$ cat config.mk
export PLATFORM = sky130hd
export DESIGN_NAME = regfile_wb_arbiter
export DESIGN_NICKNAME = d
export VERILOG_FILES = /design/src/rtl/regfile_wb_arbiter.sv
export SDC_FILE = /design/constraint.sdc
export NUM_CORES = 1
export LEC_CHECK = 0
export CAP_MARGIN = 20
export CORE_MARGIN = 5
export CORE_UTILIZATION = 42
export CTS_CLUSTER_DIAMETER = 30
export CTS_CLUSTER_SIZE = 28
export DETAILED_ROUTE_END_ITERATION = 10
export HOLD_SLACK_MARGIN = 0.12
export PLACE_DENSITY = 0.86
export RECOVER_POWER = 50
export REMOVE_ABC_BUFFERS = 1
export SYNTH_ARGS = -nofsm -noshare
export SYNTH_HDL_FRONTEND = slang
export SYNTH_SLANG_ARGS = --single-unit
$ cat constraint.sdc
create_clock -name clk -period 3.7 [get_ports clk]
set_input_delay 0.555 -clock clk [delete_from_list [all_inputs] [get_ports clk]]
set_output_delay 0.555 -clock clk [all_outputs]
set_load 0.005 [all_outputs]
$ cat src/rtl/regfile_wb_arbiter.sv
// Writeback arbiter sharing the register file's single write port between the
// ALU source (A, priority) and the load source (B, starvation-protected).
module regfile_wb_arbiter #(
    parameter int DATA_WIDTH   = 32,
    parameter int ADDR_WIDTH   = 5,
    parameter int STARVE_LIMIT = 3
) (
    input  logic                  clk,
    input  logic                  rst,
    input  logic                  a_valid,
    output logic                  a_ready,
    input  logic [ADDR_WIDTH-1:0] a_addr,
    input  logic [DATA_WIDTH-1:0] a_data,
    input  logic                  b_valid,
    output logic                  b_ready,
    input  logic [ADDR_WIDTH-1:0] b_addr,
    input  logic [DATA_WIDTH-1:0] b_data,
    output logic                  rf_we,
    output logic [ADDR_WIDTH-1:0] rf_waddr,
    output logic [DATA_WIDTH-1:0] rf_wdata,
    input  logic [ADDR_WIDTH-1:0] rd_addr1,
    input  logic [ADDR_WIDTH-1:0] rd_addr2,
    output logic                  hazard1,
    output logic                  hazard2
);

    localparam logic [ADDR_WIDTH-1:0] ZERO_ADDR = {ADDR_WIDTH{1'b0}};
    localparam logic [3:0]            LIMIT     = 4'(STARVE_LIMIT);

    logic                  a_nz_s;
    logic                  b_nz_s;
    logic                  force_b_s;
    logic                  a_grant_s;
    logic                  b_grant_s;
    logic [3:0]            starve_cnt_d;
    logic [3:0]            starve_cnt_q;
    logic                  rf_we_d;
    logic                  rf_we_q;
    logic [ADDR_WIDTH-1:0] rf_waddr_d;
    logic [ADDR_WIDTH-1:0] rf_waddr_q;
    logic [DATA_WIDTH-1:0] rf_wdata_d;
    logic [DATA_WIDTH-1:0] rf_wdata_q;

    // A read sees a pending write from either requester or the registered port write.
    function automatic logic hazard_f(
        input logic [ADDR_WIDTH-1:0] rd,
        input logic                  av,
        input logic [ADDR_WIDTH-1:0] aa,
        input logic                  bv,
        input logic [ADDR_WIDTH-1:0] ba,
        input logic                  we,
        input logic [ADDR_WIDTH-1:0] wa
    );
        return (rd != ZERO_ADDR) &&
               ((av && (aa == rd)) || (bv && (ba == rd)) || (we && (wa == rd)));
    endfunction

    // Arbitration, handshake and next-state of the write port and starvation counter.
    always_comb begin
        a_nz_s       = a_valid && (a_addr != ZERO_ADDR);
        b_nz_s       = b_valid && (b_addr != ZERO_ADDR);
        force_b_s    = (starve_cnt_q >= LIMIT);
        a_grant_s    = a_nz_s && !(b_nz_s && force_b_s);
        b_grant_s    = b_nz_s && !a_grant_s;
        a_ready      = 1'b0;
        b_ready      = 1'b0;
        rf_we_d      = 1'b0;
        rf_waddr_d   = rf_waddr_q;
        rf_wdata_d   = rf_wdata_q;
        starve_cnt_d = 4'd0;

        if (rst) begin
            a_ready = 1'b0;
            b_ready = 1'b0;
        end else begin
            // Zero-address requests are sunk immediately and never reach the port.
            a_ready = a_valid && (!a_nz_s || a_grant_s);
            b_ready = b_valid && (!b_nz_s || b_grant_s);
        end

        if (a_grant_s) begin
            rf_we_d    = 1'b1;
            rf_waddr_d = a_addr;
            rf_wdata_d = a_data;
        end else if (b_grant_s) begin
            rf_we_d    = 1'b1;
            rf_waddr_d = b_addr;
            rf_wdata_d = b_data;
        end else begin
            rf_we_d = 1'b0;
        end

        if (b_nz_s && !b_grant_s) begin
            starve_cnt_d = (starve_cnt_q == 4'd15) ? 4'd15 : starve_cnt_q + 4'd1;
        end else begin
            starve_cnt_d = 4'd0;
        end
    end

    // Registered write port and starvation counter; reset drops any in-flight write.
    always_ff @(posedge clk or posedge rst) begin
        if (rst) begin
            rf_we_q      <= 1'b0;
            rf_waddr_q   <= ZERO_ADDR;
            rf_wdata_q   <= {DATA_WIDTH{1'b0}};
            starve_cnt_q <= 4'd0;
        end else begin
            rf_we_q      <= rf_we_d;
            rf_waddr_q   <= rf_waddr_d;
            rf_wdata_q   <= rf_wdata_d;
            starve_cnt_q <= starve_cnt_d;
        end
    end

    assign rf_we    = rf_we_q;
    assign rf_waddr = rf_waddr_q;
    assign rf_wdata = rf_wdata_q;
    assign hazard1  = hazard_f(rd_addr1, a_valid, a_addr, b_valid, b_addr, rf_we_q, rf_waddr_q);
    assign hazard2  = hazard_f(rd_addr2, a_valid, a_addr, b_valid, b_addr, rf_we_q, rf_waddr_q);

endmodule

==> impl_metrics.csv <==
group,metric,value,unit
cts,clock_tree.root_cell,"clkbuf_8",
cells_and_area,layout.nets,452,
critical_path,timing.critical_path.to_type,"output pin",
timing,fmaxAchievable,0.3056,GHz
place,pre_cts_ws,0.4280,ns
power,power.total,1.196,mW
flow_run,maxCapViolations,1,
power,cellLeakagePower,1.609,nW
critical_path,crit_slowest_cell,"or4_4",
hold_path,hold-path-endpoint,"starve_cnt_q[0]",
routing,avgViaCountPerCell,5.117,
global_route,globalRoute.totalOverflow,0,
yosys,post_synthesis_sequential_area_ratio,43.68,%
cts,post_cts_buffers,0,
place,dpl.hpwl,5.596,mm
die,total_i_o_pin_count,130,
cells_and_area,finish.utilization,68.61,%
critical_path,worstSetupPathType,"input port to output pin",
critical_path,r2r_start,"starve_cnt_q[0]",
cts,cts_inserted_buffers,5,
die,floorplan.die_area,7343,um^2
yosys,synth_edf_count,0,
yosys,synth.area.top_cells,"dfrtp_1, a22oi_2, nand2_1",
timing,hold_violations,0,
hold_path,hold_path.class,"flip-flop to flip-flop",
cts,clock_path_buffers,2,
timing,fin_crit_sh,88.43,%
routing,vias,2226,
yosys,synth_top_area_cell,"dfrtp_1",
hold_path,hold_path_depth,1,
global_route,grt_pass1_vias,2314,
cells_and_area,ff_latch_area,1051,um^2
routing,drc,0,
cells_and_area,layout-drive-gt1-share,13.22,%
routing,wirelength,7.140,mm
place,gp_routability_congestion,0.8694,
outcome,status,"complete, but fails checks",
cts,h-tree-depth,2,
yosys,asyncSetResetFlopFracSynth,100.0,%
timing,timing.final.setup_violations,0,
routing,drt-wirelength-per-cell,16.41,um
timing,finalCriticalPeriod,3.272,ns
cells_and_area,multi_input_comb_area,1244,um^2
critical_path,worst-r2r-cell-count,7,
yosys,syn_avg_cell_area,10.28,um^2
power,power_density,314.6,nW/um^2
die,rows,27,
timing,final.setup.tns,0,ns
yosys,synth-seq-cells,42,
yosys,yosysUniqueCellTypes,34,
cts,clk_transition_reported_paths,0.08,ns
timing,slew_headroom,-52.69,%
cts,insertion_delay,0.28,ns
timing,slew_worst_pin,2.290,ns
timing,setup_ws,0.4282,ns
timing,timing_max_transition_violations_final,43,
cts,tritoncts_clock_tree,"yes",
critical_path,cp_num_buf_inv,2,
critical_path,regToRegSetupSlack,1.56,ns
critical_path,rr_endpoint,"rf_waddr[2]",
global_route,antenna_found_initial,0,
critical_path,worst_setup_path_start_kind,"input port",
yosys,netlist_instances,234,
global_route,wire_length_of_the_first_global_routing_pass,11.50,mm
cells_and_area,synthToLayoutAreaGrowth,57.98,%
yosys,synth.cell_area,2406,um^2
global_route,grt_start_max_net_pins,43,
critical_path,worstPathRequired,3.14,ns
place,count_of_buffers_inserted_at_the_top_level_ports,129,
critical_path,crit_path_cell_trace,"clkdlybuf4s50_1 -> or4_4 -> o21ai_1 -> nor3_1 -> nor3b_1 -> clkdlybuf4s50_1",
cts,clock_sink_count,42,
yosys,synth_flop_cell,"dfrtp_1",
cells_and_area,antenna_cells_inserted,0,
critical_path,most_frequent_cell_on_the_critical_path,"clkdlybuf4s50_1",
timing,grt_setup_unrepaired,"no",
yosys,synth.top_cell.area_share,43.68,%
cts,ctsResizeCount,0,
timing,clock_skew,0.004369,ns
cells_and_area,fillers,455,
hold_path,min_from,"starve_cnt_q[0]",
die,coreArea,5540,um^2
die,fp.dieW,85.69,um
outcome,failed_checks,"capacitance limit, slew limit",
die,floorplan.initialDensity,43.43,%
critical_path,cp_slowest_stage_delay,0.58,ns
critical_path,critPathTopFamily,"buffers and inverters",
critical_path,worstPathArrival,2.72,ns
power,peak_vdd_ir,0.1921,mV
cts,cts_stage_hold_buffer_count,0,
timing,hold_ws,0.4483,ns
routing,drt_first_iter_violations,64,
global_route,grt_util_all_layers,19.64,%
yosys,post-synth-top-count-cell,"nand2_1",
yosys,ys_top_cells_by_count,"nand2_1, dfrtp_1, a22oi_2",
routing,first_pass_iters,4,
die,die_height,85.69,um
critical_path,timing.critical_path.fanout_max,4,
routing,route.antenna.remaining_nets,0,
yosys,yosysWarningCount,0,
[cell families (layout without fill, tap and decap cells)]
family                   Yosys count  count (layout)  synth area share [%]
AO/OA/AOI/OAI                     47              47                 19.50
XOR/XNOR                          30              30                 10.92
adder cells (fa/ha/maj)            1               1                0.5199
buffers and inverters             14             142                 4.992
flip-flops                        42              42                 43.68
multiplexers                       7               7                 2.912
other                              1               2                0.1559
AND/OR/NAND/NOR                   92              92                 17.32
[where the power goes]
| part | total, mW | switching (mW) | leakage, nW | internal, mW |
|---|---|---|---|---|
| combinational | 0.377 | 0.152 | 1.06 | 0.225 |
| clock | 0.274 | 0.148 | 0.0438 | 0.127 |
| sequential | 0.544 | 0.0372 | 0.505 | 0.507 |
| total | 1.20 | 0.337 | 1.61 | 0.859 |
[cells in the final DEF (no fill, tap or decap), types with 6 or more instances in the layout]
| cell | count |
|---|---|
| xnor2_1 | 6 |
| nand2_1 | 60 |
| a21oi_1 | 7 |
| nor2_1 | 8 |
| dfrtp_1 | 42 |
| dlygate4sd3_1 | 21 |
| a22oi_2 | 26 |
| clkdlybuf4s50_1 | 108 |
| nor4_1 | 7 |
| xor2_1 | 24 |
| mux2i_1 | 7 |
[cell type report]
type,instances,area share (%)
clock buffer,5,1.810
clock inverter,2,0.2633
inverter,2,0.1975
multi-input combinational,179,32.72
sequential,42,27.65
tap,72,2.370
timing repair buffer,133,34.99
[state kept, by name (all words and copies together), names as in the netlist]
| register | count |
|---|---|
| starve_cnt_q | 4 |
| rf_we | 1 |
| rf_wdata | 32 |
| rf_waddr | 5 |
[per-stage QoR]
step | instance area [um^2] | instances
floorplan | 2297 | 223
global placement | 3726 | 428
detailed placement | 3726 | 428
CTS | 3805 | 435
global route | 3801 | 435
finish | 3801 | 435
[layer usage]
layer  share of wire (%)  vias up  track usage, %
li1                    -     1072               -
met1                  40     1043           23.56
met2                  49      106           33.76
met3                  11        5           7.589
met4                0.49        0           3.597
met5                   0        -               0
[worst max path at each step]
stage / startpoint / endpoint / depth (start not counted)
floorplan: a_addr[2] / rf_wdata[11] / 6
global placement: b_addr[1] / b_ready / 6
detailed placement: a_addr[3] / b_ready / 6
CTS: a_addr[3] / b_ready / 6
global route: rst / rf_wdata[26] / 3
finish: a_addr[3] / b_ready / 6
(Power assumes the default switching activity.)
